File: config.mk
export PLATFORM = sky130hd
export DESIGN_NAME = nco_voice_scheduler_flat
export DESIGN_NICKNAME = d
export VERILOG_FILES = /design/src/rtl/nco_voice_scheduler_if.sv /design/src/rtl/nco_voice_scheduler.sv /design/src/flat_wrapper.sv
export SDC_FILE = /design/constraint.sdc
export NUM_CORES = 1
export LEC_CHECK = 0
export CAP_MARGIN = 5
export CELL_PAD_IN_SITES_DETAIL_PLACEMENT = 0
export CELL_PAD_IN_SITES_GLOBAL_PLACEMENT = 1
export CORE_UTILIZATION = 30
export CTS_CLUSTER_DIAMETER = 60
export DETAILED_ROUTE_END_ITERATION = 10
export GPL_TIMING_DRIVEN = 1
export PLACE_DENSITY = 0.62
export RECOVER_POWER = 25
export SETUP_SLACK_MARGIN = 0.3
export SLEW_MARGIN = 10
export SYNTH_ARGS = -nofsm -noshare
export SYNTH_HDL_FRONTEND = slang
export SYNTH_SLANG_ARGS = --single-unit
File: constraint.sdc
create_clock -name clk -period 4 [get_ports clk]
set_input_delay 0.8 -clock clk [delete_from_list [all_inputs] [get_ports clk]]
set_output_delay 0.8 -clock clk [all_outputs]
set_load 0.01 [all_outputs]
File: src/rtl/nco_voice_scheduler_if.sv
// Signal bundle between the voice scheduler and its surroundings: tick/enable control,
// FCW configuration, the shared summer link and the mixed-sample stream.
interface nco_voice_scheduler_if #(
  parameter int unsigned N_VOICES = 4,
  parameter int unsigned PHASE_W  = 24,
  parameter int unsigned SUM_W    = 20,
  parameter int unsigned MIX_W    = SUM_W + $clog2(N_VOICES),
  parameter int unsigned ADDR_W   = $clog2(N_VOICES)
);
  logic                sample_tick;
  logic [N_VOICES-1:0] voice_en;
  logic [N_VOICES-1:0] phase_clr;
  logic                cfg_we;
  logic [ADDR_W-1:0]   cfg_addr;
  logic [PHASE_W-1:0]  cfg_wdata;
  logic [PHASE_W-1:0]  acc_out;
  logic [SUM_W-1:0]    sum_in;
  logic [MIX_W-1:0]    sample_out;
  logic                sample_valid;
  logic                sample_ready;
  logic                busy;
  logic                overrun;

  // master: the scheduler itself; slave: host, summer and sample sink
  modport master (
    input  sample_tick, voice_en, phase_clr, cfg_we, cfg_addr, cfg_wdata, sum_in,
           sample_ready,
    output acc_out, sample_out, sample_valid, busy, overrun
  );

  modport slave (
    output sample_tick, voice_en, phase_clr, cfg_we, cfg_addr, cfg_wdata, sum_in,
           sample_ready,
    input  acc_out, sample_out, sample_valid, busy, overrun
  );
endinterface

File: src/rtl/nco_voice_scheduler.sv
// Time-multiplexes one shared scaler/summer across N_VOICES phase accumulators and
// mixes the per-voice results into one sample delivered over valid/ready.
module nco_voice_scheduler #(
  parameter int unsigned N_VOICES = 4,
  parameter int unsigned PHASE_W  = 24,
  parameter int unsigned SUM_W    = 20,
  parameter int unsigned MIX_W    = SUM_W + $clog2(N_VOICES)
) (
  input logic                   clk,
  input logic                   rst,
  nco_voice_scheduler_if.master bus
);
  localparam int unsigned ADDR_W = $clog2(N_VOICES);
  localparam int unsigned EXT_W  = MIX_W - SUM_W;
  localparam logic [ADDR_W-1:0] LAST_V = ADDR_W'(N_VOICES - 1);

  typedef enum logic [1:0] {StIdle, StDrive, StAccum, StDone} state_e;

  state_e              state_q;
  logic [ADDR_W-1:0]   v_q;
  logic [N_VOICES-1:0] en_mask_q;
  logic [MIX_W-1:0]    mix_q;
  logic [PHASE_W-1:0]  acc_q;
  logic [MIX_W-1:0]    sample_q;
  logic                valid_q;
  logic                overrun_q;
  logic [PHASE_W-1:0]  phase_q [N_VOICES];
  logic [PHASE_W-1:0]  fcw_q   [N_VOICES];

  logic             fire;
  logic             accept;
  logic [MIX_W-1:0] sum_ext;

  assign fire    = valid_q & bus.sample_ready;
  assign accept  = bus.sample_tick & (state_q == StIdle) & (~valid_q | bus.sample_ready);
  assign sum_ext = {{EXT_W{bus.sum_in[SUM_W-1]}}, bus.sum_in};

  always_ff @(posedge clk) begin
    if (rst) begin
      state_q   <= StIdle;
      v_q       <= '0;
      en_mask_q <= '0;
      mix_q     <= '0;
      acc_q     <= '0;
      sample_q  <= '0;
      valid_q   <= 1'b0;
      overrun_q <= 1'b0;
      for (int k = 0; k < N_VOICES; k++) begin
        phase_q[k] <= '0;
        fcw_q[k]   <= '0;
      end
    end else begin
      if (fire) valid_q <= 1'b0;

      // A dropped tick in the same cycle as a cfg write still leaves overrun set.
      if (bus.cfg_we) begin
        fcw_q[bus.cfg_addr] <= bus.cfg_wdata;
        overrun_q           <= 1'b0;
      end
      if (bus.sample_tick && !accept) overrun_q <= 1'b1;

      unique case (state_q)
        StIdle: begin
          if (accept) begin
            en_mask_q <= bus.voice_en;
            mix_q     <= '0;
            v_q       <= '0;
            state_q   <= StDrive;
          end
        end
        StDrive: begin
          acc_q   <= phase_q[v_q];
          state_q <= StAccum;
        end
        StAccum: begin
          if (en_mask_q[v_q]) begin
            mix_q        <= mix_q + sum_ext;
            phase_q[v_q] <= phase_q[v_q] + fcw_q[v_q];
          end
          if (v_q == LAST_V) begin
            state_q <= StDone;
          end else begin
            v_q     <= v_q + ADDR_W'(1);
            state_q <= StDrive;
          end
        end
        StDone: begin
          sample_q <= mix_q;
          valid_q  <= 1'b1;
          state_q  <= StIdle;
        end
        default: state_q <= StIdle;
      endcase

      // Clear overrides any accumulate landing in the same cycle.
      for (int k = 0; k < N_VOICES; k++) begin
        if (bus.phase_clr[k]) phase_q[k] <= '0;
      end
    end
  end

  assign bus.acc_out      = acc_q;
  assign bus.sample_out   = sample_q;
  assign bus.sample_valid = valid_q;
  assign bus.busy         = (state_q != StIdle);
  assign bus.overrun      = overrun_q;
endmodule

File: src/flat_wrapper.sv
// flat-port wrapper written by rule: the top's interface ports become plain ports
module nco_voice_scheduler_flat 
#(
  parameter int unsigned N_VOICES = 4,
  parameter int unsigned PHASE_W  = 24,
  parameter int unsigned SUM_W    = 20,
  parameter int unsigned MIX_W    = SUM_W + $clog2(N_VOICES)
)
  (clk, rst, bus_sample_tick, bus_voice_en, bus_phase_clr, bus_cfg_we, bus_cfg_addr, bus_cfg_wdata, bus_sum_in, bus_sample_ready, bus_acc_out, bus_sample_out, bus_sample_valid, bus_busy, bus_overrun);
  nco_voice_scheduler_if #(.N_VOICES(N_VOICES), .PHASE_W(PHASE_W), .SUM_W(SUM_W), .MIX_W(MIX_W)) bus_i ();
  input logic clk;
  input logic rst;
  input wire logic [$bits(bus_i.sample_tick)-1:0] bus_sample_tick;
  input wire logic [$bits(bus_i.voice_en)-1:0] bus_voice_en;
  input wire logic [$bits(bus_i.phase_clr)-1:0] bus_phase_clr;
  input wire logic [$bits(bus_i.cfg_we)-1:0] bus_cfg_we;
  input wire logic [$bits(bus_i.cfg_addr)-1:0] bus_cfg_addr;
  input wire logic [$bits(bus_i.cfg_wdata)-1:0] bus_cfg_wdata;
  input wire logic [$bits(bus_i.sum_in)-1:0] bus_sum_in;
  input wire logic [$bits(bus_i.sample_ready)-1:0] bus_sample_ready;
  output wire logic [$bits(bus_i.acc_out)-1:0] bus_acc_out;
  output wire logic [$bits(bus_i.sample_out)-1:0] bus_sample_out;
  output wire logic [$bits(bus_i.sample_valid)-1:0] bus_sample_valid;
  output wire logic [$bits(bus_i.busy)-1:0] bus_busy;
  output wire logic [$bits(bus_i.overrun)-1:0] bus_overrun;
  assign bus_i.sample_tick = bus_sample_tick;
  assign bus_i.voice_en = bus_voice_en;
  assign bus_i.phase_clr = bus_phase_clr;
  assign bus_i.cfg_we = bus_cfg_we;
  assign bus_i.cfg_addr = bus_cfg_addr;
  assign bus_i.cfg_wdata = bus_cfg_wdata;
  assign bus_i.sum_in = bus_sum_in;
  assign bus_i.sample_ready = bus_sample_ready;
  assign bus_acc_out = bus_i.acc_out;
  assign bus_sample_out = bus_i.sample_out;
  assign bus_sample_valid = bus_i.sample_valid;
  assign bus_busy = bus_i.busy;
  assign bus_overrun = bus_i.overrun;
  nco_voice_scheduler #(.N_VOICES(N_VOICES), .PHASE_W(PHASE_W), .SUM_W(SUM_W), .MIX_W(MIX_W)) u_core (.clk(clk), .rst(rst), .bus(bus_i));
endmodule
==> metrics.md <==
| Metric | Value |
|---|---|
| Vias in the first global route | 9333 |
| Drt drc | 0 |
| Core Region | 43500 um^2 |
| Min-Delay Endpoint | u_core.bus.acc_out[16]$_SDFFE_PP0N_ |
| Setup Viol. Count Final | 0 |
| R2R setup slack | 0.56 ns |
| Syn Nets | 1271 |
| Peak supply drop | 244 uV |
| Port bufs | 107 |
| Fin crit period | 3.44 ns |
| Routed WL | 34000 um |
| Worst Max-Slew Pin Slew | 1.58 ns |
| FMAX | 0.291 GHz |
| Site Rows | 76 |
| Global-route total usage across every layer | 15.6% |
| Slowest CP cell | mux4_2 |
| Vias | 8944 |
| CP Cell Sequence | buf_12 -> mux4_2 -> ha_1 -> a21o_1 -> a21o_1 -> a21oi_1 -> a21oi_1 -> o31ai_1 -> nor3b_4 -> nor3_1 |
| Clk sinks | 272 |
| Mapped Area | 13300 um^2 |
| Number of antenna-violating nets in the routed design | 0 |
| Area occupied by multi-input gates | 5600 um^2 |
| Slew headroom | -5.04% |
| Ys flop type | edfxtp_1 |
| Comb pwr share | 11.1% |
| RSZ-0062 raised after global routing | false |
| Startpoint types | flop |
| Seq/Total Area, Yosys | 55.3% |
| Layout cells sized above 1 | 12.9% |
| Yosys warns | 0 |
| Crit Reg-Reg Endpoint | u_core.phase_q[0][20]$_SDFFCE_PN0P_ |
| CP Capture Type | flop |
| CTS Buffer Depth | 3 |
| Synthesis-to-finish area growth | 21.5% |
| Worst-Skew Late Latency | 0.54 ns |
| GPL Wtd Cong | 0.853 |
| Setup Skew | 0.0191 ns |
| Clk root buf | clkbuf_16 |
| Final #Nets | 1381 |
| Status | complete, but fails checks |
| Seq pwr share | 46.1% |
| CP max FO | 18 |
| Tightest hold margin | 0.451 ns |
| P_leak | 0.00583 uW |
| Psw | 1700 uW |
| Most common cell after layout, fill and taps aside | edfxtp_1 |
| Post-synth EDFFs | 192 |
| Io pins | 108 |
| Reg clk slew, reported paths | 0.06 ns |
| Cell Pwr Density | 427 nW/um^2 |
| DR iter-0 viols | 363 |
| Filler cell count | 4288 |
| Global route total overflow | 0 |
| CP Data Required Time | 4.27 ns |
| Clk pwr share | 42.8% |
| Largest net degree at the start of global routing | 72 |
| Via density | 4.75 |
| Htree depth | 2 |
| TNS Setup | 0 ns |
| Die Height | 213 um |
| Die W | 213 um |
| Synth Register Bits | 272 |
| P_int | 5210 uW |
| First-pass DRT Iterations | 5 |
| Tcrit/Tclk final | 86.0% |
| DP Wirelength | 23400 um |
| Starting density of the core | 30.6% |
| First-pass GRT wire length | 53400 um |
| Final number of max-transition violations | 72 |
| FF-to-FF path depth | 10 |
| FF/Latch Area | 7370 um^2 |
| Commonest cells after routing, fill and taps aside | edfxtp_1 (192), nand2_1 (156), nor2_1 (131) |
| Routed len/inst | 18.1 um |
| WHS Path Cells | 2 |
| Avg Inst Size Synth | 11.5 um^2 |
| CP Data Arrival Time | 3.71 ns |
| TritonCTS clock tree | yes |
| Final hold violations | 0 |
| Max-cap viol count | 1 |
| Post-synth cell types | 68 |
| Syn Inst Count | 1162 |
| Crit path largest cell delay | 0.55 ns |
| Initial antenna violation count | 2 |
| Hold Path Class | reg -> reg |
| Failing checks | max-capacitance violations, max-slew violations |
| Clock buffer count from CTS | 34 |
| Die area | 45200 um^2 |
| Setup CP Type | reg -> reg |
| Hold Startpoint | u_core.bus.acc_out[16]$_SDFFE_PP0N_ |
| Async set-reset flop share out of synthesis | 0% |
| Sw Ratio | 24.6% |
## flip-flops by register name (all words and copies together), names as in the netlist, named ones only
name	count
u_core.state_q	2
u_core.en_mask_q	4
u_core.bus.acc_out	24
u_core.bus.sample_out	22
u_core.mix_q	22
u_core.bus.sample_valid	1
u_core.v_q	2
u_core.fcw_q	96
u_core.phase_q	96
u_core.bus.overrun	1
## cells in the mapped netlist (all sizes together), types with 3 or more instances
master,count,area (um^2)
xnor2,15,131
edfxtp,192,5770
nor4,4,25.0
xor2,19,166
o21bai,3,22.5
o31ai,5,56.3
nor3b,3,27.5
a31oi,11,83.8
a22oi,3,22.5
nor2b,11,68.8
a31o,3,26.3
and2,98,613
nand2b,7,43.8
nand2,160,611
a21oi,96,488
a211oi,8,70.1
dfxtp,80,1600
mux4,49,1100
nor2,136,523
nand4,5,31.3
mux2i,4,40.0
a21o,20,151
o21a,6,45.0
nor3,10,60.1
ha,48,601
or2,5,31.3
nand3,14,70.1
clkbuf,39,156
buf,22,135
and3,3,20.0
o21ai,32,160
inv,26,97.6
o211ai,5,42.5
## stage by stage
stage / instance area [um^2] / worst slack, ns / total power, uW / utilization [%] / cells
3_5_place_dp: 15000 / 0.421 / 4010 / 34.6 / 1816
6_report: 16200 / 0.559 / 6910 / 37.2 / 1884
3_3_place_gp: 15000 / 0.474 / 4010 / 34.6 / 1816
5_1_grt: 16200 / 0.348 / 7190 / 37.2 / 1884
2_1_floorplan: 13300 / 0.387 / 3740 / - / 1162
4_1_cts: 16100 / 0.399 / 7010 / 37.1 / 1878
## layout make-up
| class | instances | area share (%) |
|---|---|---|
| flip-flops and latches | 272 | 45.6 |
| clock inverters | 20 | 1.04 |
| diodes | 1 | 0.0155 |
| clock buffers | 42 | 5.64 |
| well taps | 585 | 4.52 |
| inverters | 26 | 0.603 |
| multi-input cells | 803 | 34.6 |
| repair buffers | 135 | 8.00 |
## kinds of logic after synthesis
group	after synthesis	share of synthesized area (%)
AOI/OAI and AO/OA	207	9.91
xor gates and xnor gates	34	2.24
adders and majority gates	50	4.81
buffers and inverters	87	2.92
DFF	272	55.3
muxes	53	8.59
and+or+nand+nor	459	16.2
## worst max-delay path, delay by kind of cell (launching register included)
kind | cells | cell delay, ns
AO/OA/AOI/OAI | 5 | 1.15
AND/OR/NAND/NOR | 2 | 0.38
adder cells (fa/ha/maj) | 1 | 0.44
multiplexers | 1 | 0.55
flip-flops | 1 | 0.44
buffers and inverters | 1 | 0.22
## metal layers
metal  part of all wire, %  wire (um)  vias to the layer above  GRT usage (%)
met5                     0          0                        -              0
met4                   2.1        701                        0           5.28
met3                   3.1       1070                       38           2.27
met2                    48      16300                      119           26.2
met1                    47      16000                     4388           20.5
li1                      -          -                     4399              -
## power by group through the flow
stage	logic, uW	clock network [uW]	registers, uW
finish	769	2960	3180
global route	847	3140	3200
CTS	768	3060	3190
detailed placement	765	0	3250
global placement	766	0	3240
floorplan	509	0	3230
## repair_timing
action | CTS | global route
resized for setup | 0 | 9
setup buffers | 0 | 5
hold buffers | 0 | 0
setup endpoints to repair | 0 | 27
## worst max path at each step
stage,startpoint,end,slack (ns),cells after the start
6_report,flop,u_core.phase_q[0][20]$_SDFFCE_PN0P_,0.56,10
5_1_grt,flop,u_core.phase_q[0][20]$_SDFFCE_PN0P_,0.35,10
4_1_cts,flop,u_core.phase_q[0][21]$_SDFFCE_PN0P_,0.40,11
3_5_place_dp,flop,u_core.phase_q[0][21]$_SDFFCE_PN0P_,0.42,11
3_3_place_gp,flop,u_core.phase_q[3][11]$_SDFFCE_PN0P_,0.47,10
2_1_floorplan,flop,u_core.phase_q[0][20]$_SDFFCE_PN0P_,0.39,15
No activity file was read; power rests on OpenSTA's default activity.
